**src/rtl/mem_stage.sv**
```systemverilog
// MEM pipeline stage: holds one instruction between EXE and WB, waits for the data
// SRAM response, buffers early read data and drops responses owed to flushed loads.
`timescale 1ns/1ps
module mem_stage #(
  parameter int ES_TO_MS_BUS_WD = 81,
  parameter int MS_TO_WS_BUS_WD = 72
) (
  input  logic                       clk,
  input  logic                       resetn,
  input  logic                       ws_allowin,
  output logic                       ms_allowin,
  input  logic                       es_to_ms_valid,
  input  logic [ES_TO_MS_BUS_WD-1:0] es_to_ms_bus,
  output logic                       ms_to_ws_valid,
  output logic [MS_TO_WS_BUS_WD-1:0] ms_to_ws_bus,
  output logic [39:0]                ms_forward,
  input  logic                       data_sram_data_ok,
  input  logic [31:0]                data_sram_rdata,
  input  logic                       flush,
  output logic                       ms_ex
);

  logic                       r_ms_valid;
  logic [ES_TO_MS_BUS_WD-1:0] r_bus;
  logic                       r_buf_valid;
  logic [31:0]                r_buf_data;
  logic [1:0]                 r_cancel_cnt;

  logic [31:0] w_pc;
  logic        w_ld_b, w_ld_h, w_ld_w, w_ld_bu, w_ld_hu;
  logic [4:0]  w_dest;
  logic        w_rf_we, w_res_from_mem, w_bus_req_sent;
  logic [1:0]  w_addr_lo;
  logic [31:0] w_result;
  logic        w_excp, w_ertn;

  assign w_pc           = r_bus[80:49];
  assign w_ld_b         = r_bus[48];
  assign w_ld_h         = r_bus[47];
  assign w_ld_w         = r_bus[46];
  assign w_ld_bu        = r_bus[45];
  assign w_ld_hu        = r_bus[44];
  assign w_dest         = r_bus[43:39];
  assign w_rf_we        = r_bus[38];
  assign w_res_from_mem = r_bus[37];
  assign w_bus_req_sent = r_bus[36];
  assign w_addr_lo      = r_bus[35:34];
  assign w_result       = r_bus[33:2];
  assign w_excp         = r_bus[1];
  assign w_ertn         = r_bus[0];

  // Exception/ertn entries never issued a request, whatever EXE reported.
  logic w_mem_req_sent;
  logic w_resp_hit;
  logic w_ready_go;
  logic w_leave;
  logic w_buf_fill;
  logic w_cancel_inc;
  logic w_cancel_dec;
  logic [1:0] w_cancel_cnt_next;

  assign w_mem_req_sent = w_bus_req_sent & ~w_excp & ~w_ertn;
  assign w_resp_hit     = data_sram_data_ok & (r_cancel_cnt == 2'd0);
  assign w_ready_go     = ~w_mem_req_sent | r_buf_valid | w_resp_hit;
  assign ms_allowin     = ~r_ms_valid | (w_ready_go & ws_allowin) | flush;
  assign ms_to_ws_valid = r_ms_valid & w_ready_go & ~flush;
  assign w_leave        = ms_to_ws_valid & ws_allowin;
  assign w_buf_fill     = w_resp_hit & r_ms_valid & w_mem_req_sent & ~r_buf_valid & ~ws_allowin;
  assign ms_ex          = r_ms_valid & (w_excp | w_ertn);

  assign w_cancel_inc = flush & r_ms_valid & w_mem_req_sent & ~r_buf_valid & ~w_resp_hit;
  assign w_cancel_dec = data_sram_data_ok & (r_cancel_cnt != 2'd0);

  always_comb begin
    w_cancel_cnt_next = r_cancel_cnt;
    if (w_cancel_inc && !w_cancel_dec) begin
      w_cancel_cnt_next = (r_cancel_cnt == 2'd3) ? 2'd3 : r_cancel_cnt + 2'd1;
    end else if (w_cancel_dec && !w_cancel_inc) begin
      w_cancel_cnt_next = r_cancel_cnt - 2'd1;
    end
  end

  // Load data path: buffered word wins over the live SRAM bus.
  logic [31:0] w_ld_word;
  logic [7:0]  w_lane [4];
  logic [7:0]  w_byte;
  logic [15:0] w_half;
  logic [31:0] w_load_ext;
  logic [31:0] w_final_result;

  assign w_ld_word = r_buf_valid ? r_buf_data : data_sram_rdata;

  genvar gi;
  generate
    for (gi = 0; gi < 4; gi++) begin : g_lane
      assign w_lane[gi] = w_ld_word[8*gi +: 8];
    end
  endgenerate

  assign w_byte = w_lane[w_addr_lo];
  assign w_half = w_addr_lo[1] ? w_ld_word[31:16] : w_ld_word[15:0];

  always_comb begin
    w_load_ext = w_ld_word;
    if (w_ld_b) begin
      w_load_ext = {{24{w_byte[7]}}, w_byte};
    end else if (w_ld_bu) begin
      w_load_ext = {24'd0, w_byte};
    end else if (w_ld_h) begin
      w_load_ext = {{16{w_half[15]}}, w_half};
    end else if (w_ld_hu) begin
      w_load_ext = {16'd0, w_half};
    end else if (w_ld_w) begin
      w_load_ext = w_ld_word;
    end
  end

  assign w_final_result = w_res_from_mem ? w_load_ext : w_result;

  assign ms_to_ws_bus = {w_pc, w_dest, w_rf_we, w_final_result, w_excp, w_ertn};
  assign ms_forward   = {r_ms_valid, w_rf_we, w_dest, w_final_result,
                         r_ms_valid & w_res_from_mem & ~w_ready_go};

  always_ff @(posedge clk or negedge resetn) begin
    if (!resetn) begin
      r_ms_valid   <= 1'b0;
      r_bus        <= '0;
      r_buf_valid  <= 1'b0;
      r_buf_data   <= 32'd0;
      r_cancel_cnt <= 2'd0;
    end else begin
      if (flush) begin
        r_ms_valid <= 1'b0;
      end else if (ms_allowin) begin
        r_ms_valid <= es_to_ms_valid;
      end
      if (es_to_ms_valid && ms_allowin && !flush) begin
        r_bus <= es_to_ms_bus;
      end
      if (w_leave || flush) begin
        r_buf_valid <= 1'b0;
      end else if (w_buf_fill) begin
        r_buf_valid <= 1'b1;
      end
      if (w_buf_fill) begin
        r_buf_data <= data_sram_rdata;
      end
      r_cancel_cnt <= w_cancel_cnt_next;
    end
  end

endmodule
```
**config.mk**
```make
export PLATFORM = sky130hd
export DESIGN_NAME = mem_stage
export DESIGN_NICKNAME = d
export VERILOG_FILES = /design/src/rtl/mem_stage.sv
export SDC_FILE = /design/constraint.sdc
export NUM_CORES = 1
export LEC_CHECK = 0
export CAP_MARGIN = 20
export CORE_ASPECT_RATIO = 1.75
export CORE_MARGIN = 5
export CORE_UTILIZATION = 50
export DETAILED_ROUTE_END_ITERATION = 8
export DONT_BUFFER_PORTS = 1
export GPL_TIMING_DRIVEN = 0
export HOLD_SLACK_MARGIN = 0.06
export PLACE_DENSITY_LB_ADDON = 0.1
export SYNTH_ARGS = -nofsm -noshare
export SYNTH_HDL_FRONTEND = slang
export SYNTH_SLANG_ARGS = --single-unit
```
**constraint.sdc**
```tcl
create_clock -name clk -period 8.66 [get_ports clk]
set_input_delay 2.165 -clock clk [delete_from_list [all_inputs] [get_ports clk]]
set_output_delay 2.165 -clock clk [all_outputs]
set_load 0.01 [all_outputs]
```
Word level (Yosys, flattened, before mapping):

Index checks and enable logic that the tools add are counted.

* register bits: 117
* input bits: 119
* output and inout port bits: 115
* logic and storage cells: 73

* add/subtract/negate cells: 2
* order comparisons: 1
* equality and inequality tests: 1
* muxes and demuxes: 17
* bitwise operators: 34
* reductions and logical operators: 13

Operator list (number)
* 32-bit two-way mux: 6
* 1-bit AND: 19
* 8-bit binary-select mux with 2-bit select: 1
* 16-bit two-way mux: 1
* 8-bit two-way mux: 2
* 1-bit inverter: 9
* 2-bit nonzero test: 4
* 2-bit two-way mux: 3
* 1-bit bitwise OR: 5
* 1-bit logical AND: 4
* 1-bit two-way mux: 4
* 3-bit >= comparator (second input constant): 1
* 1-bit zero test: 3
* 2-bit inverter with 3-bit output: 1
* 2-bit by 1-bit adder with 2-bit output (second input constant): 1
* 2-bit equality test (second input constant): 1
* 2-bit zero test: 1
* 2-bit by 1-bit subtractor with 2-bit output (second input constant): 1
* 1-bit logical OR: 1

Logic depth before layout (Yosys ltp):

* depth after elaboration: 11
* mapped depth: 9
* gate-level depth less buffers: 9

Worst setup path before layout:

No wires, ideal clock.

* path kind: input-to-output
* start point: in data_sram_rdata[23]
* end point: out ms_to_ws_bus[23]
* arrival time: 3.905 ns
* required time: 6.495 ns
* setup slack: 2.590 ns
* cell stages on the path: 6
* path through: mux2_1 -> mux4_2 -> a221o_2 -> buf_6 -> o22a_1 -> buf_4

* word-level cells in the longest chain between the ends: 6

RTL lines
* start, declared: RTL line 18 `input logic [31:0] data_sram_rdata,`
* 32-bit two-way mux: RTL line 91 `assign w_ld_word = r_buf_valid ? r_buf_data : data_sram_rdata;`
* 8-bit binary-select mux with 2-bit select: RTL line 100 `assign w_byte = w_lane[w_addr_lo];`
* 8-bit two-way mux (not written as such) (2 in series): RTL line 100
* 32-bit two-way mux: RTL line 105 `if (w_ld_b) begin`
* 32-bit two-way mux: RTL line 118 `assign w_final_result = w_res_from_mem ? w_load_ext : w_result;`
* end, declared: RTL line 15 `output logic [MS_TO_WS_BUS_WD-1:0] ms_to_ws_bus,`

Every way passes these cells. The select of a mux whose other input is x is not followed.

Final worst setup path:

* start point: in data_sram_rdata[23]
* end point: out ms_to_ws_bus[16]

Same word-level chain as after synthesis.

==> summary.txt <==
Outcome
  – Run status: finished, final reports clean

Floorplanning
  – Site Rows: 55
  – Y dimension of the die: 162 um
  – Die area: about 0.016 sq mm
  – Count of boundary I/O pins: 234
  – Die boundary width: 96.7 um
  – Floorplan core area: 0.0129 sq mm
  – Initial Utilization: 50.8%

Global route
  – Global routing usage summed across all routing layers: 22.4%
  – Pin count of the biggest net entering global routing: 117
  – Initial antenna violation count: 2
  – First-pass GRT wire length: 27,100 um
  – Sum of overflow across all layers after global routing: 0
  – Via count of the first global-routing pass: 4,708

Logic synthesis
  – Simple logic cell fraction of the synthesized area: 4.80%
  – Post-synthesis compound-gate area fraction: 6.07%
  – Synth Area per Inst: 12.3 sq um
  – Async SR Flop Fraction: 100%
  – Top flip-flop cell by instance count after synthesis: sky130_fd_sc_hd__dfrtp_1
  – Post-synth cell types: 37
  – Post-synthesis share of cell area spent on full adders, half adders and majority gates: 0.571%
  – Share of synthesized area occupied by flip-flops and latches: 44.2%
  – Flop and latch count out of synthesis: 116
  – Dominant combinational cell family by area after synthesis: multiplexers
  – Multiplexer share of the synthesized area: 32.8%
  – Post-Syn Area: 0.00657 sq mm
  – Post-synthesis net count: 656
  – Yosys warnings: 0
  – Xor/xnor cell area share of the yosys netlist: 0%
  – Number of instances in the synthesized netlist: 534
  – Number of synthesized flops with an enable pin: 0

Place
  – Sum of net half-perimeters after detailed placement: ~14,000 um
  – Cell Count Post-Placement: 705
  – Count of port buffers added during placement: 0
  – Last weighted congestion value of the routability-driven placer: 0.845
  – Setup slack after placement: 2.30 ns

Job
  – Number of max-capacitance violations reported: 0

Layout
  – Most common cell after layout, fill and taps aside: sky130_fd_sc_hd__dfrtp_1
  – Filler Cells Inserted: 1,168
  – Number of inserted diodes: 0
  – Top library cells by usage in the layout, fill and taps aside: 116 x sky130_fd_sc_hd__dfrtp_1, 114 x sky130_fd_sc_hd__mux2_2, 79 x sky130_fd_sc_hd__buf_4, 45 x sky130_fd_sc_hd__mux2i_1, 34 x sky130_fd_sc_hd__nor2_1
  – Fraction of layout cells with a size suffix above 1: 46.3%
  – Layout Area Growth over Synthesis: 12.8%
  – Number of cells in the finished layout apart from fillers: 737
  – Share of the core filled with cells in the final layout: 57.3%
  – Number of nets in the final layout: 675

Clocking
  – CTS Buf Count: 17
  – Clock tree root buffer cell: sky130_fd_sc_hd__clkbuf_16
  – Post-CTS setup-driven buffer insertion count: 0
  – Post-CTS sizing: 0
  – Maximum number of buffers from clock root to sink: 2
  – TritonCTS clock tree: yes
  – H-tree depth: 4
  – Cts hold-fix bufs: 0
  – Worst-Skew Late Latency: ~0.41 ns
  – Clk sink count: ~120
  – Clock slew at reported path FFs: 0.06 ns

Drt
  – Number of detailed-route iterations in the first pass: 4
  – Total DRC errors in the routed layout: 0
  – DR iter-0 viols: 91
  – Average detailed-routed wire length per instance: between 20 and 25 um
  – Post-DRT Antenna Nets: 0
  – Via count of the routed design: 4,210
  – Total Wirelength: 17,600 um
  – Average vias per placed instance: 5.71

Power and ir drop
  – Worst voltage drop across the vdd grid: 0.196 mV
  – Fraction of power consumed by sequential logic: 34.7%
  – Total power divided by cell area: around 270 mW/mm^2
  – Internal Pwr Total: 1420 uW
  – Reported leakage power: 0.00324 uW
  – Combinational share of power: 28.5%
  – Switching share of total power: 30.6%
  – NetSw: 623 uW
  – Power share of the clock group: 36.8%

Critical path
  – Cell with the largest stage delay on the worst path: sky130_fd_sc_hd__a21oi_1
  – Slowest cell delay on critical path: 0.64 ns
  – Type of the worst setup path: input port to output pin
  – Buf/Inv on CP: 1
  – Largest delay share family, worst path: compound AO/OA/AOI/OAI gates
  – Most repeated library cell on the critical path: sky130_fd_sc_hd__a21oi_1
  – WP data arrival: 4.16 ns
  – Cell-by-cell listing of the critical path: mux2_1 -> mux4_2 -> a21oi_1 -> a21oi_1 -> buf_4
  – Path depth of the worst reg2reg path: 7
  – Category of the worst setup path launch point: input port
  – Number of stages on the worst setup path: 5
  – Data required time at the worst endpoint: around 6.5 ns
  – Critical path capture point type: output pin
  – Worst Path Max Fanout: 7

STA
  – Number of hold violations in the final report: 0
  – Unrepaired setup endpoints after global routing: false
  – Final critical-path share of the clock period: between 70% and 80%
  – Actual transition at the worst max-transition pin: 1.02 ns
  – Final critical-path setup slack: 2.34 ns
  – Fmax: about 160 MHz
  – Final slew viol count: 0
  – Number of endpoints failing setup at the final stage: 0
  – Final-layout setup total negative slack: 0 ns
  – Final clock skew: 0.00947 ns
  – Final min period: 6.32 ns
  – Normalized max-slew margin: between 30% and 40%
  – Hold WS: 0.506 ns

Worst hold path
  – Min-Delay Path Depth: 1
  – Worst hold-check path type: flop to flop
[power groups by stage]
stage / clock [uW] / sequential, uW / combinational (uW)
6_report: 751 / 708 / 580
5_1_grt: 790 / 721 / 623
4_1_cts: 763 / 708 / 588
3_5_place_dp: 0 / 716 / 587
3_3_place_gp: 0 / 711 / 577
2_1_floorplan: 0 / 696 / 489
[Yosys cell counts (2+ instances only)]
library cell | n | area, sq um
sky130_fd_sc_hd__a211oi_1 | 7 | 52.6
sky130_fd_sc_hd__a21oi_1 | 13 | 65.1
sky130_fd_sc_hd__and2_1 | 2 | 12.5
sky130_fd_sc_hd__buf_1 | 2 | 7.51
sky130_fd_sc_hd__buf_2 | 13 | 65.1
sky130_fd_sc_hd__buf_4 | 79 | 593
sky130_fd_sc_hd__buf_6 | 2 | 22.5
sky130_fd_sc_hd__clkbuf_1 | 15 | 56.3
sky130_fd_sc_hd__dfrtp_1 | 116 | 2900
sky130_fd_sc_hd__ha_1 | 3 | 37.5
sky130_fd_sc_hd__inv_1 | 5 | 18.8
sky130_fd_sc_hd__mux2_1 | 2 | 22.5
sky130_fd_sc_hd__mux2_2 | 114 | 1280
sky130_fd_sc_hd__mux2i_1 | 45 | 450
sky130_fd_sc_hd__mux4_2 | 17 | 383
sky130_fd_sc_hd__nand2_1 | 10 | 37.5
sky130_fd_sc_hd__nand2b_1 | 2 | 12.5
sky130_fd_sc_hd__nor2_1 | 34 | 128
sky130_fd_sc_hd__nor2b_1 | 6 | 37.5
sky130_fd_sc_hd__nor3_1 | 2 | 10.0
sky130_fd_sc_hd__o21ai_0 | 8 | 40.0
sky130_fd_sc_hd__o22a_1 | 16 | 140
sky130_fd_sc_hd__o2bb2ai_1 | 7 | 61.3
[area by class of cell]
cell class | instances | area (sq um) | area share (%)
Inverter | 5 | 18.8 | 0.253
Multi-Input combinational cell | 302 | 2910 | 39.2
Sequential cell | 116 | 2900 | 39.1
Clock buffer | 18 | 429 | 5.79
Buffer | 111 | 744 | 10.0
Tap cell | 171 | 214 | 2.88
Clock inverter | 14 | 201 | 2.72
[registers in the layout, indices dropped and copies added (netlist names)]
name / count
r_bus: 80
r_buf_data: 32
r_cancel_cnt: 2
r_buf_valid: 1
r_ms_valid: 1
[path summary, 6_finish.rpt]
path / from / to / slack [ns]
setup / recovery: data_sram_rdata[23] / ms_to_ws_bus[16] / 2.34
hold / removal: r_bus[57]$_DFFE_PN0P_ / r_bus[57]$_DFFE_PN0P_ / 0.51
setup reg to reg: r_cancel_cnt[0]$_DFFE_PN0P_ / r_bus[11]$_DFFE_PN0P_ / 5.79
hold reg to reg: r_bus[57]$_DFFE_PN0P_ / r_bus[57]$_DFFE_PN0P_ / 0.51
max in group asynchronous: resetn / r_bus[29]$_DFFE_PN0P_ / 7.05
min in group asynchronous: resetn / r_bus[3]$_DFFE_PN0P_ / 1.45
[per-stage QoR]
stage | area [sq um] | total power (uW)
6_report | 7420 | 2040
3_3_place_gp | 6790 | 1290
4_1_cts | 7420 | 2060
5_1_grt | 7420 | 2130
2_1_floorplan | 6570 | 1190
3_5_place_dp | 6790 | 1300
[cell families (layout without fill, tap and decap cells)]
logic type,Yosys count,in the layout
AOI/OAI and AO/OA,56,56
adders and majority gates,3,3
buffers and inverters,116,148
DFF,116,116
muxes,179,179
and+or+nand+nor,64,64
[layer usage]
metal / vias up / global-route usage [%] / share of wire, %
met4: 4 / 9.01 / 2.6
met1: 2113 / 23.9 / 35
met2: 186 / 39.5 / 53
li1: 1872 / - / -
met5: - / 0 / 0.18
met3: 35 / 9.02 / 8.7
Power figures use the tool's default switching activity.
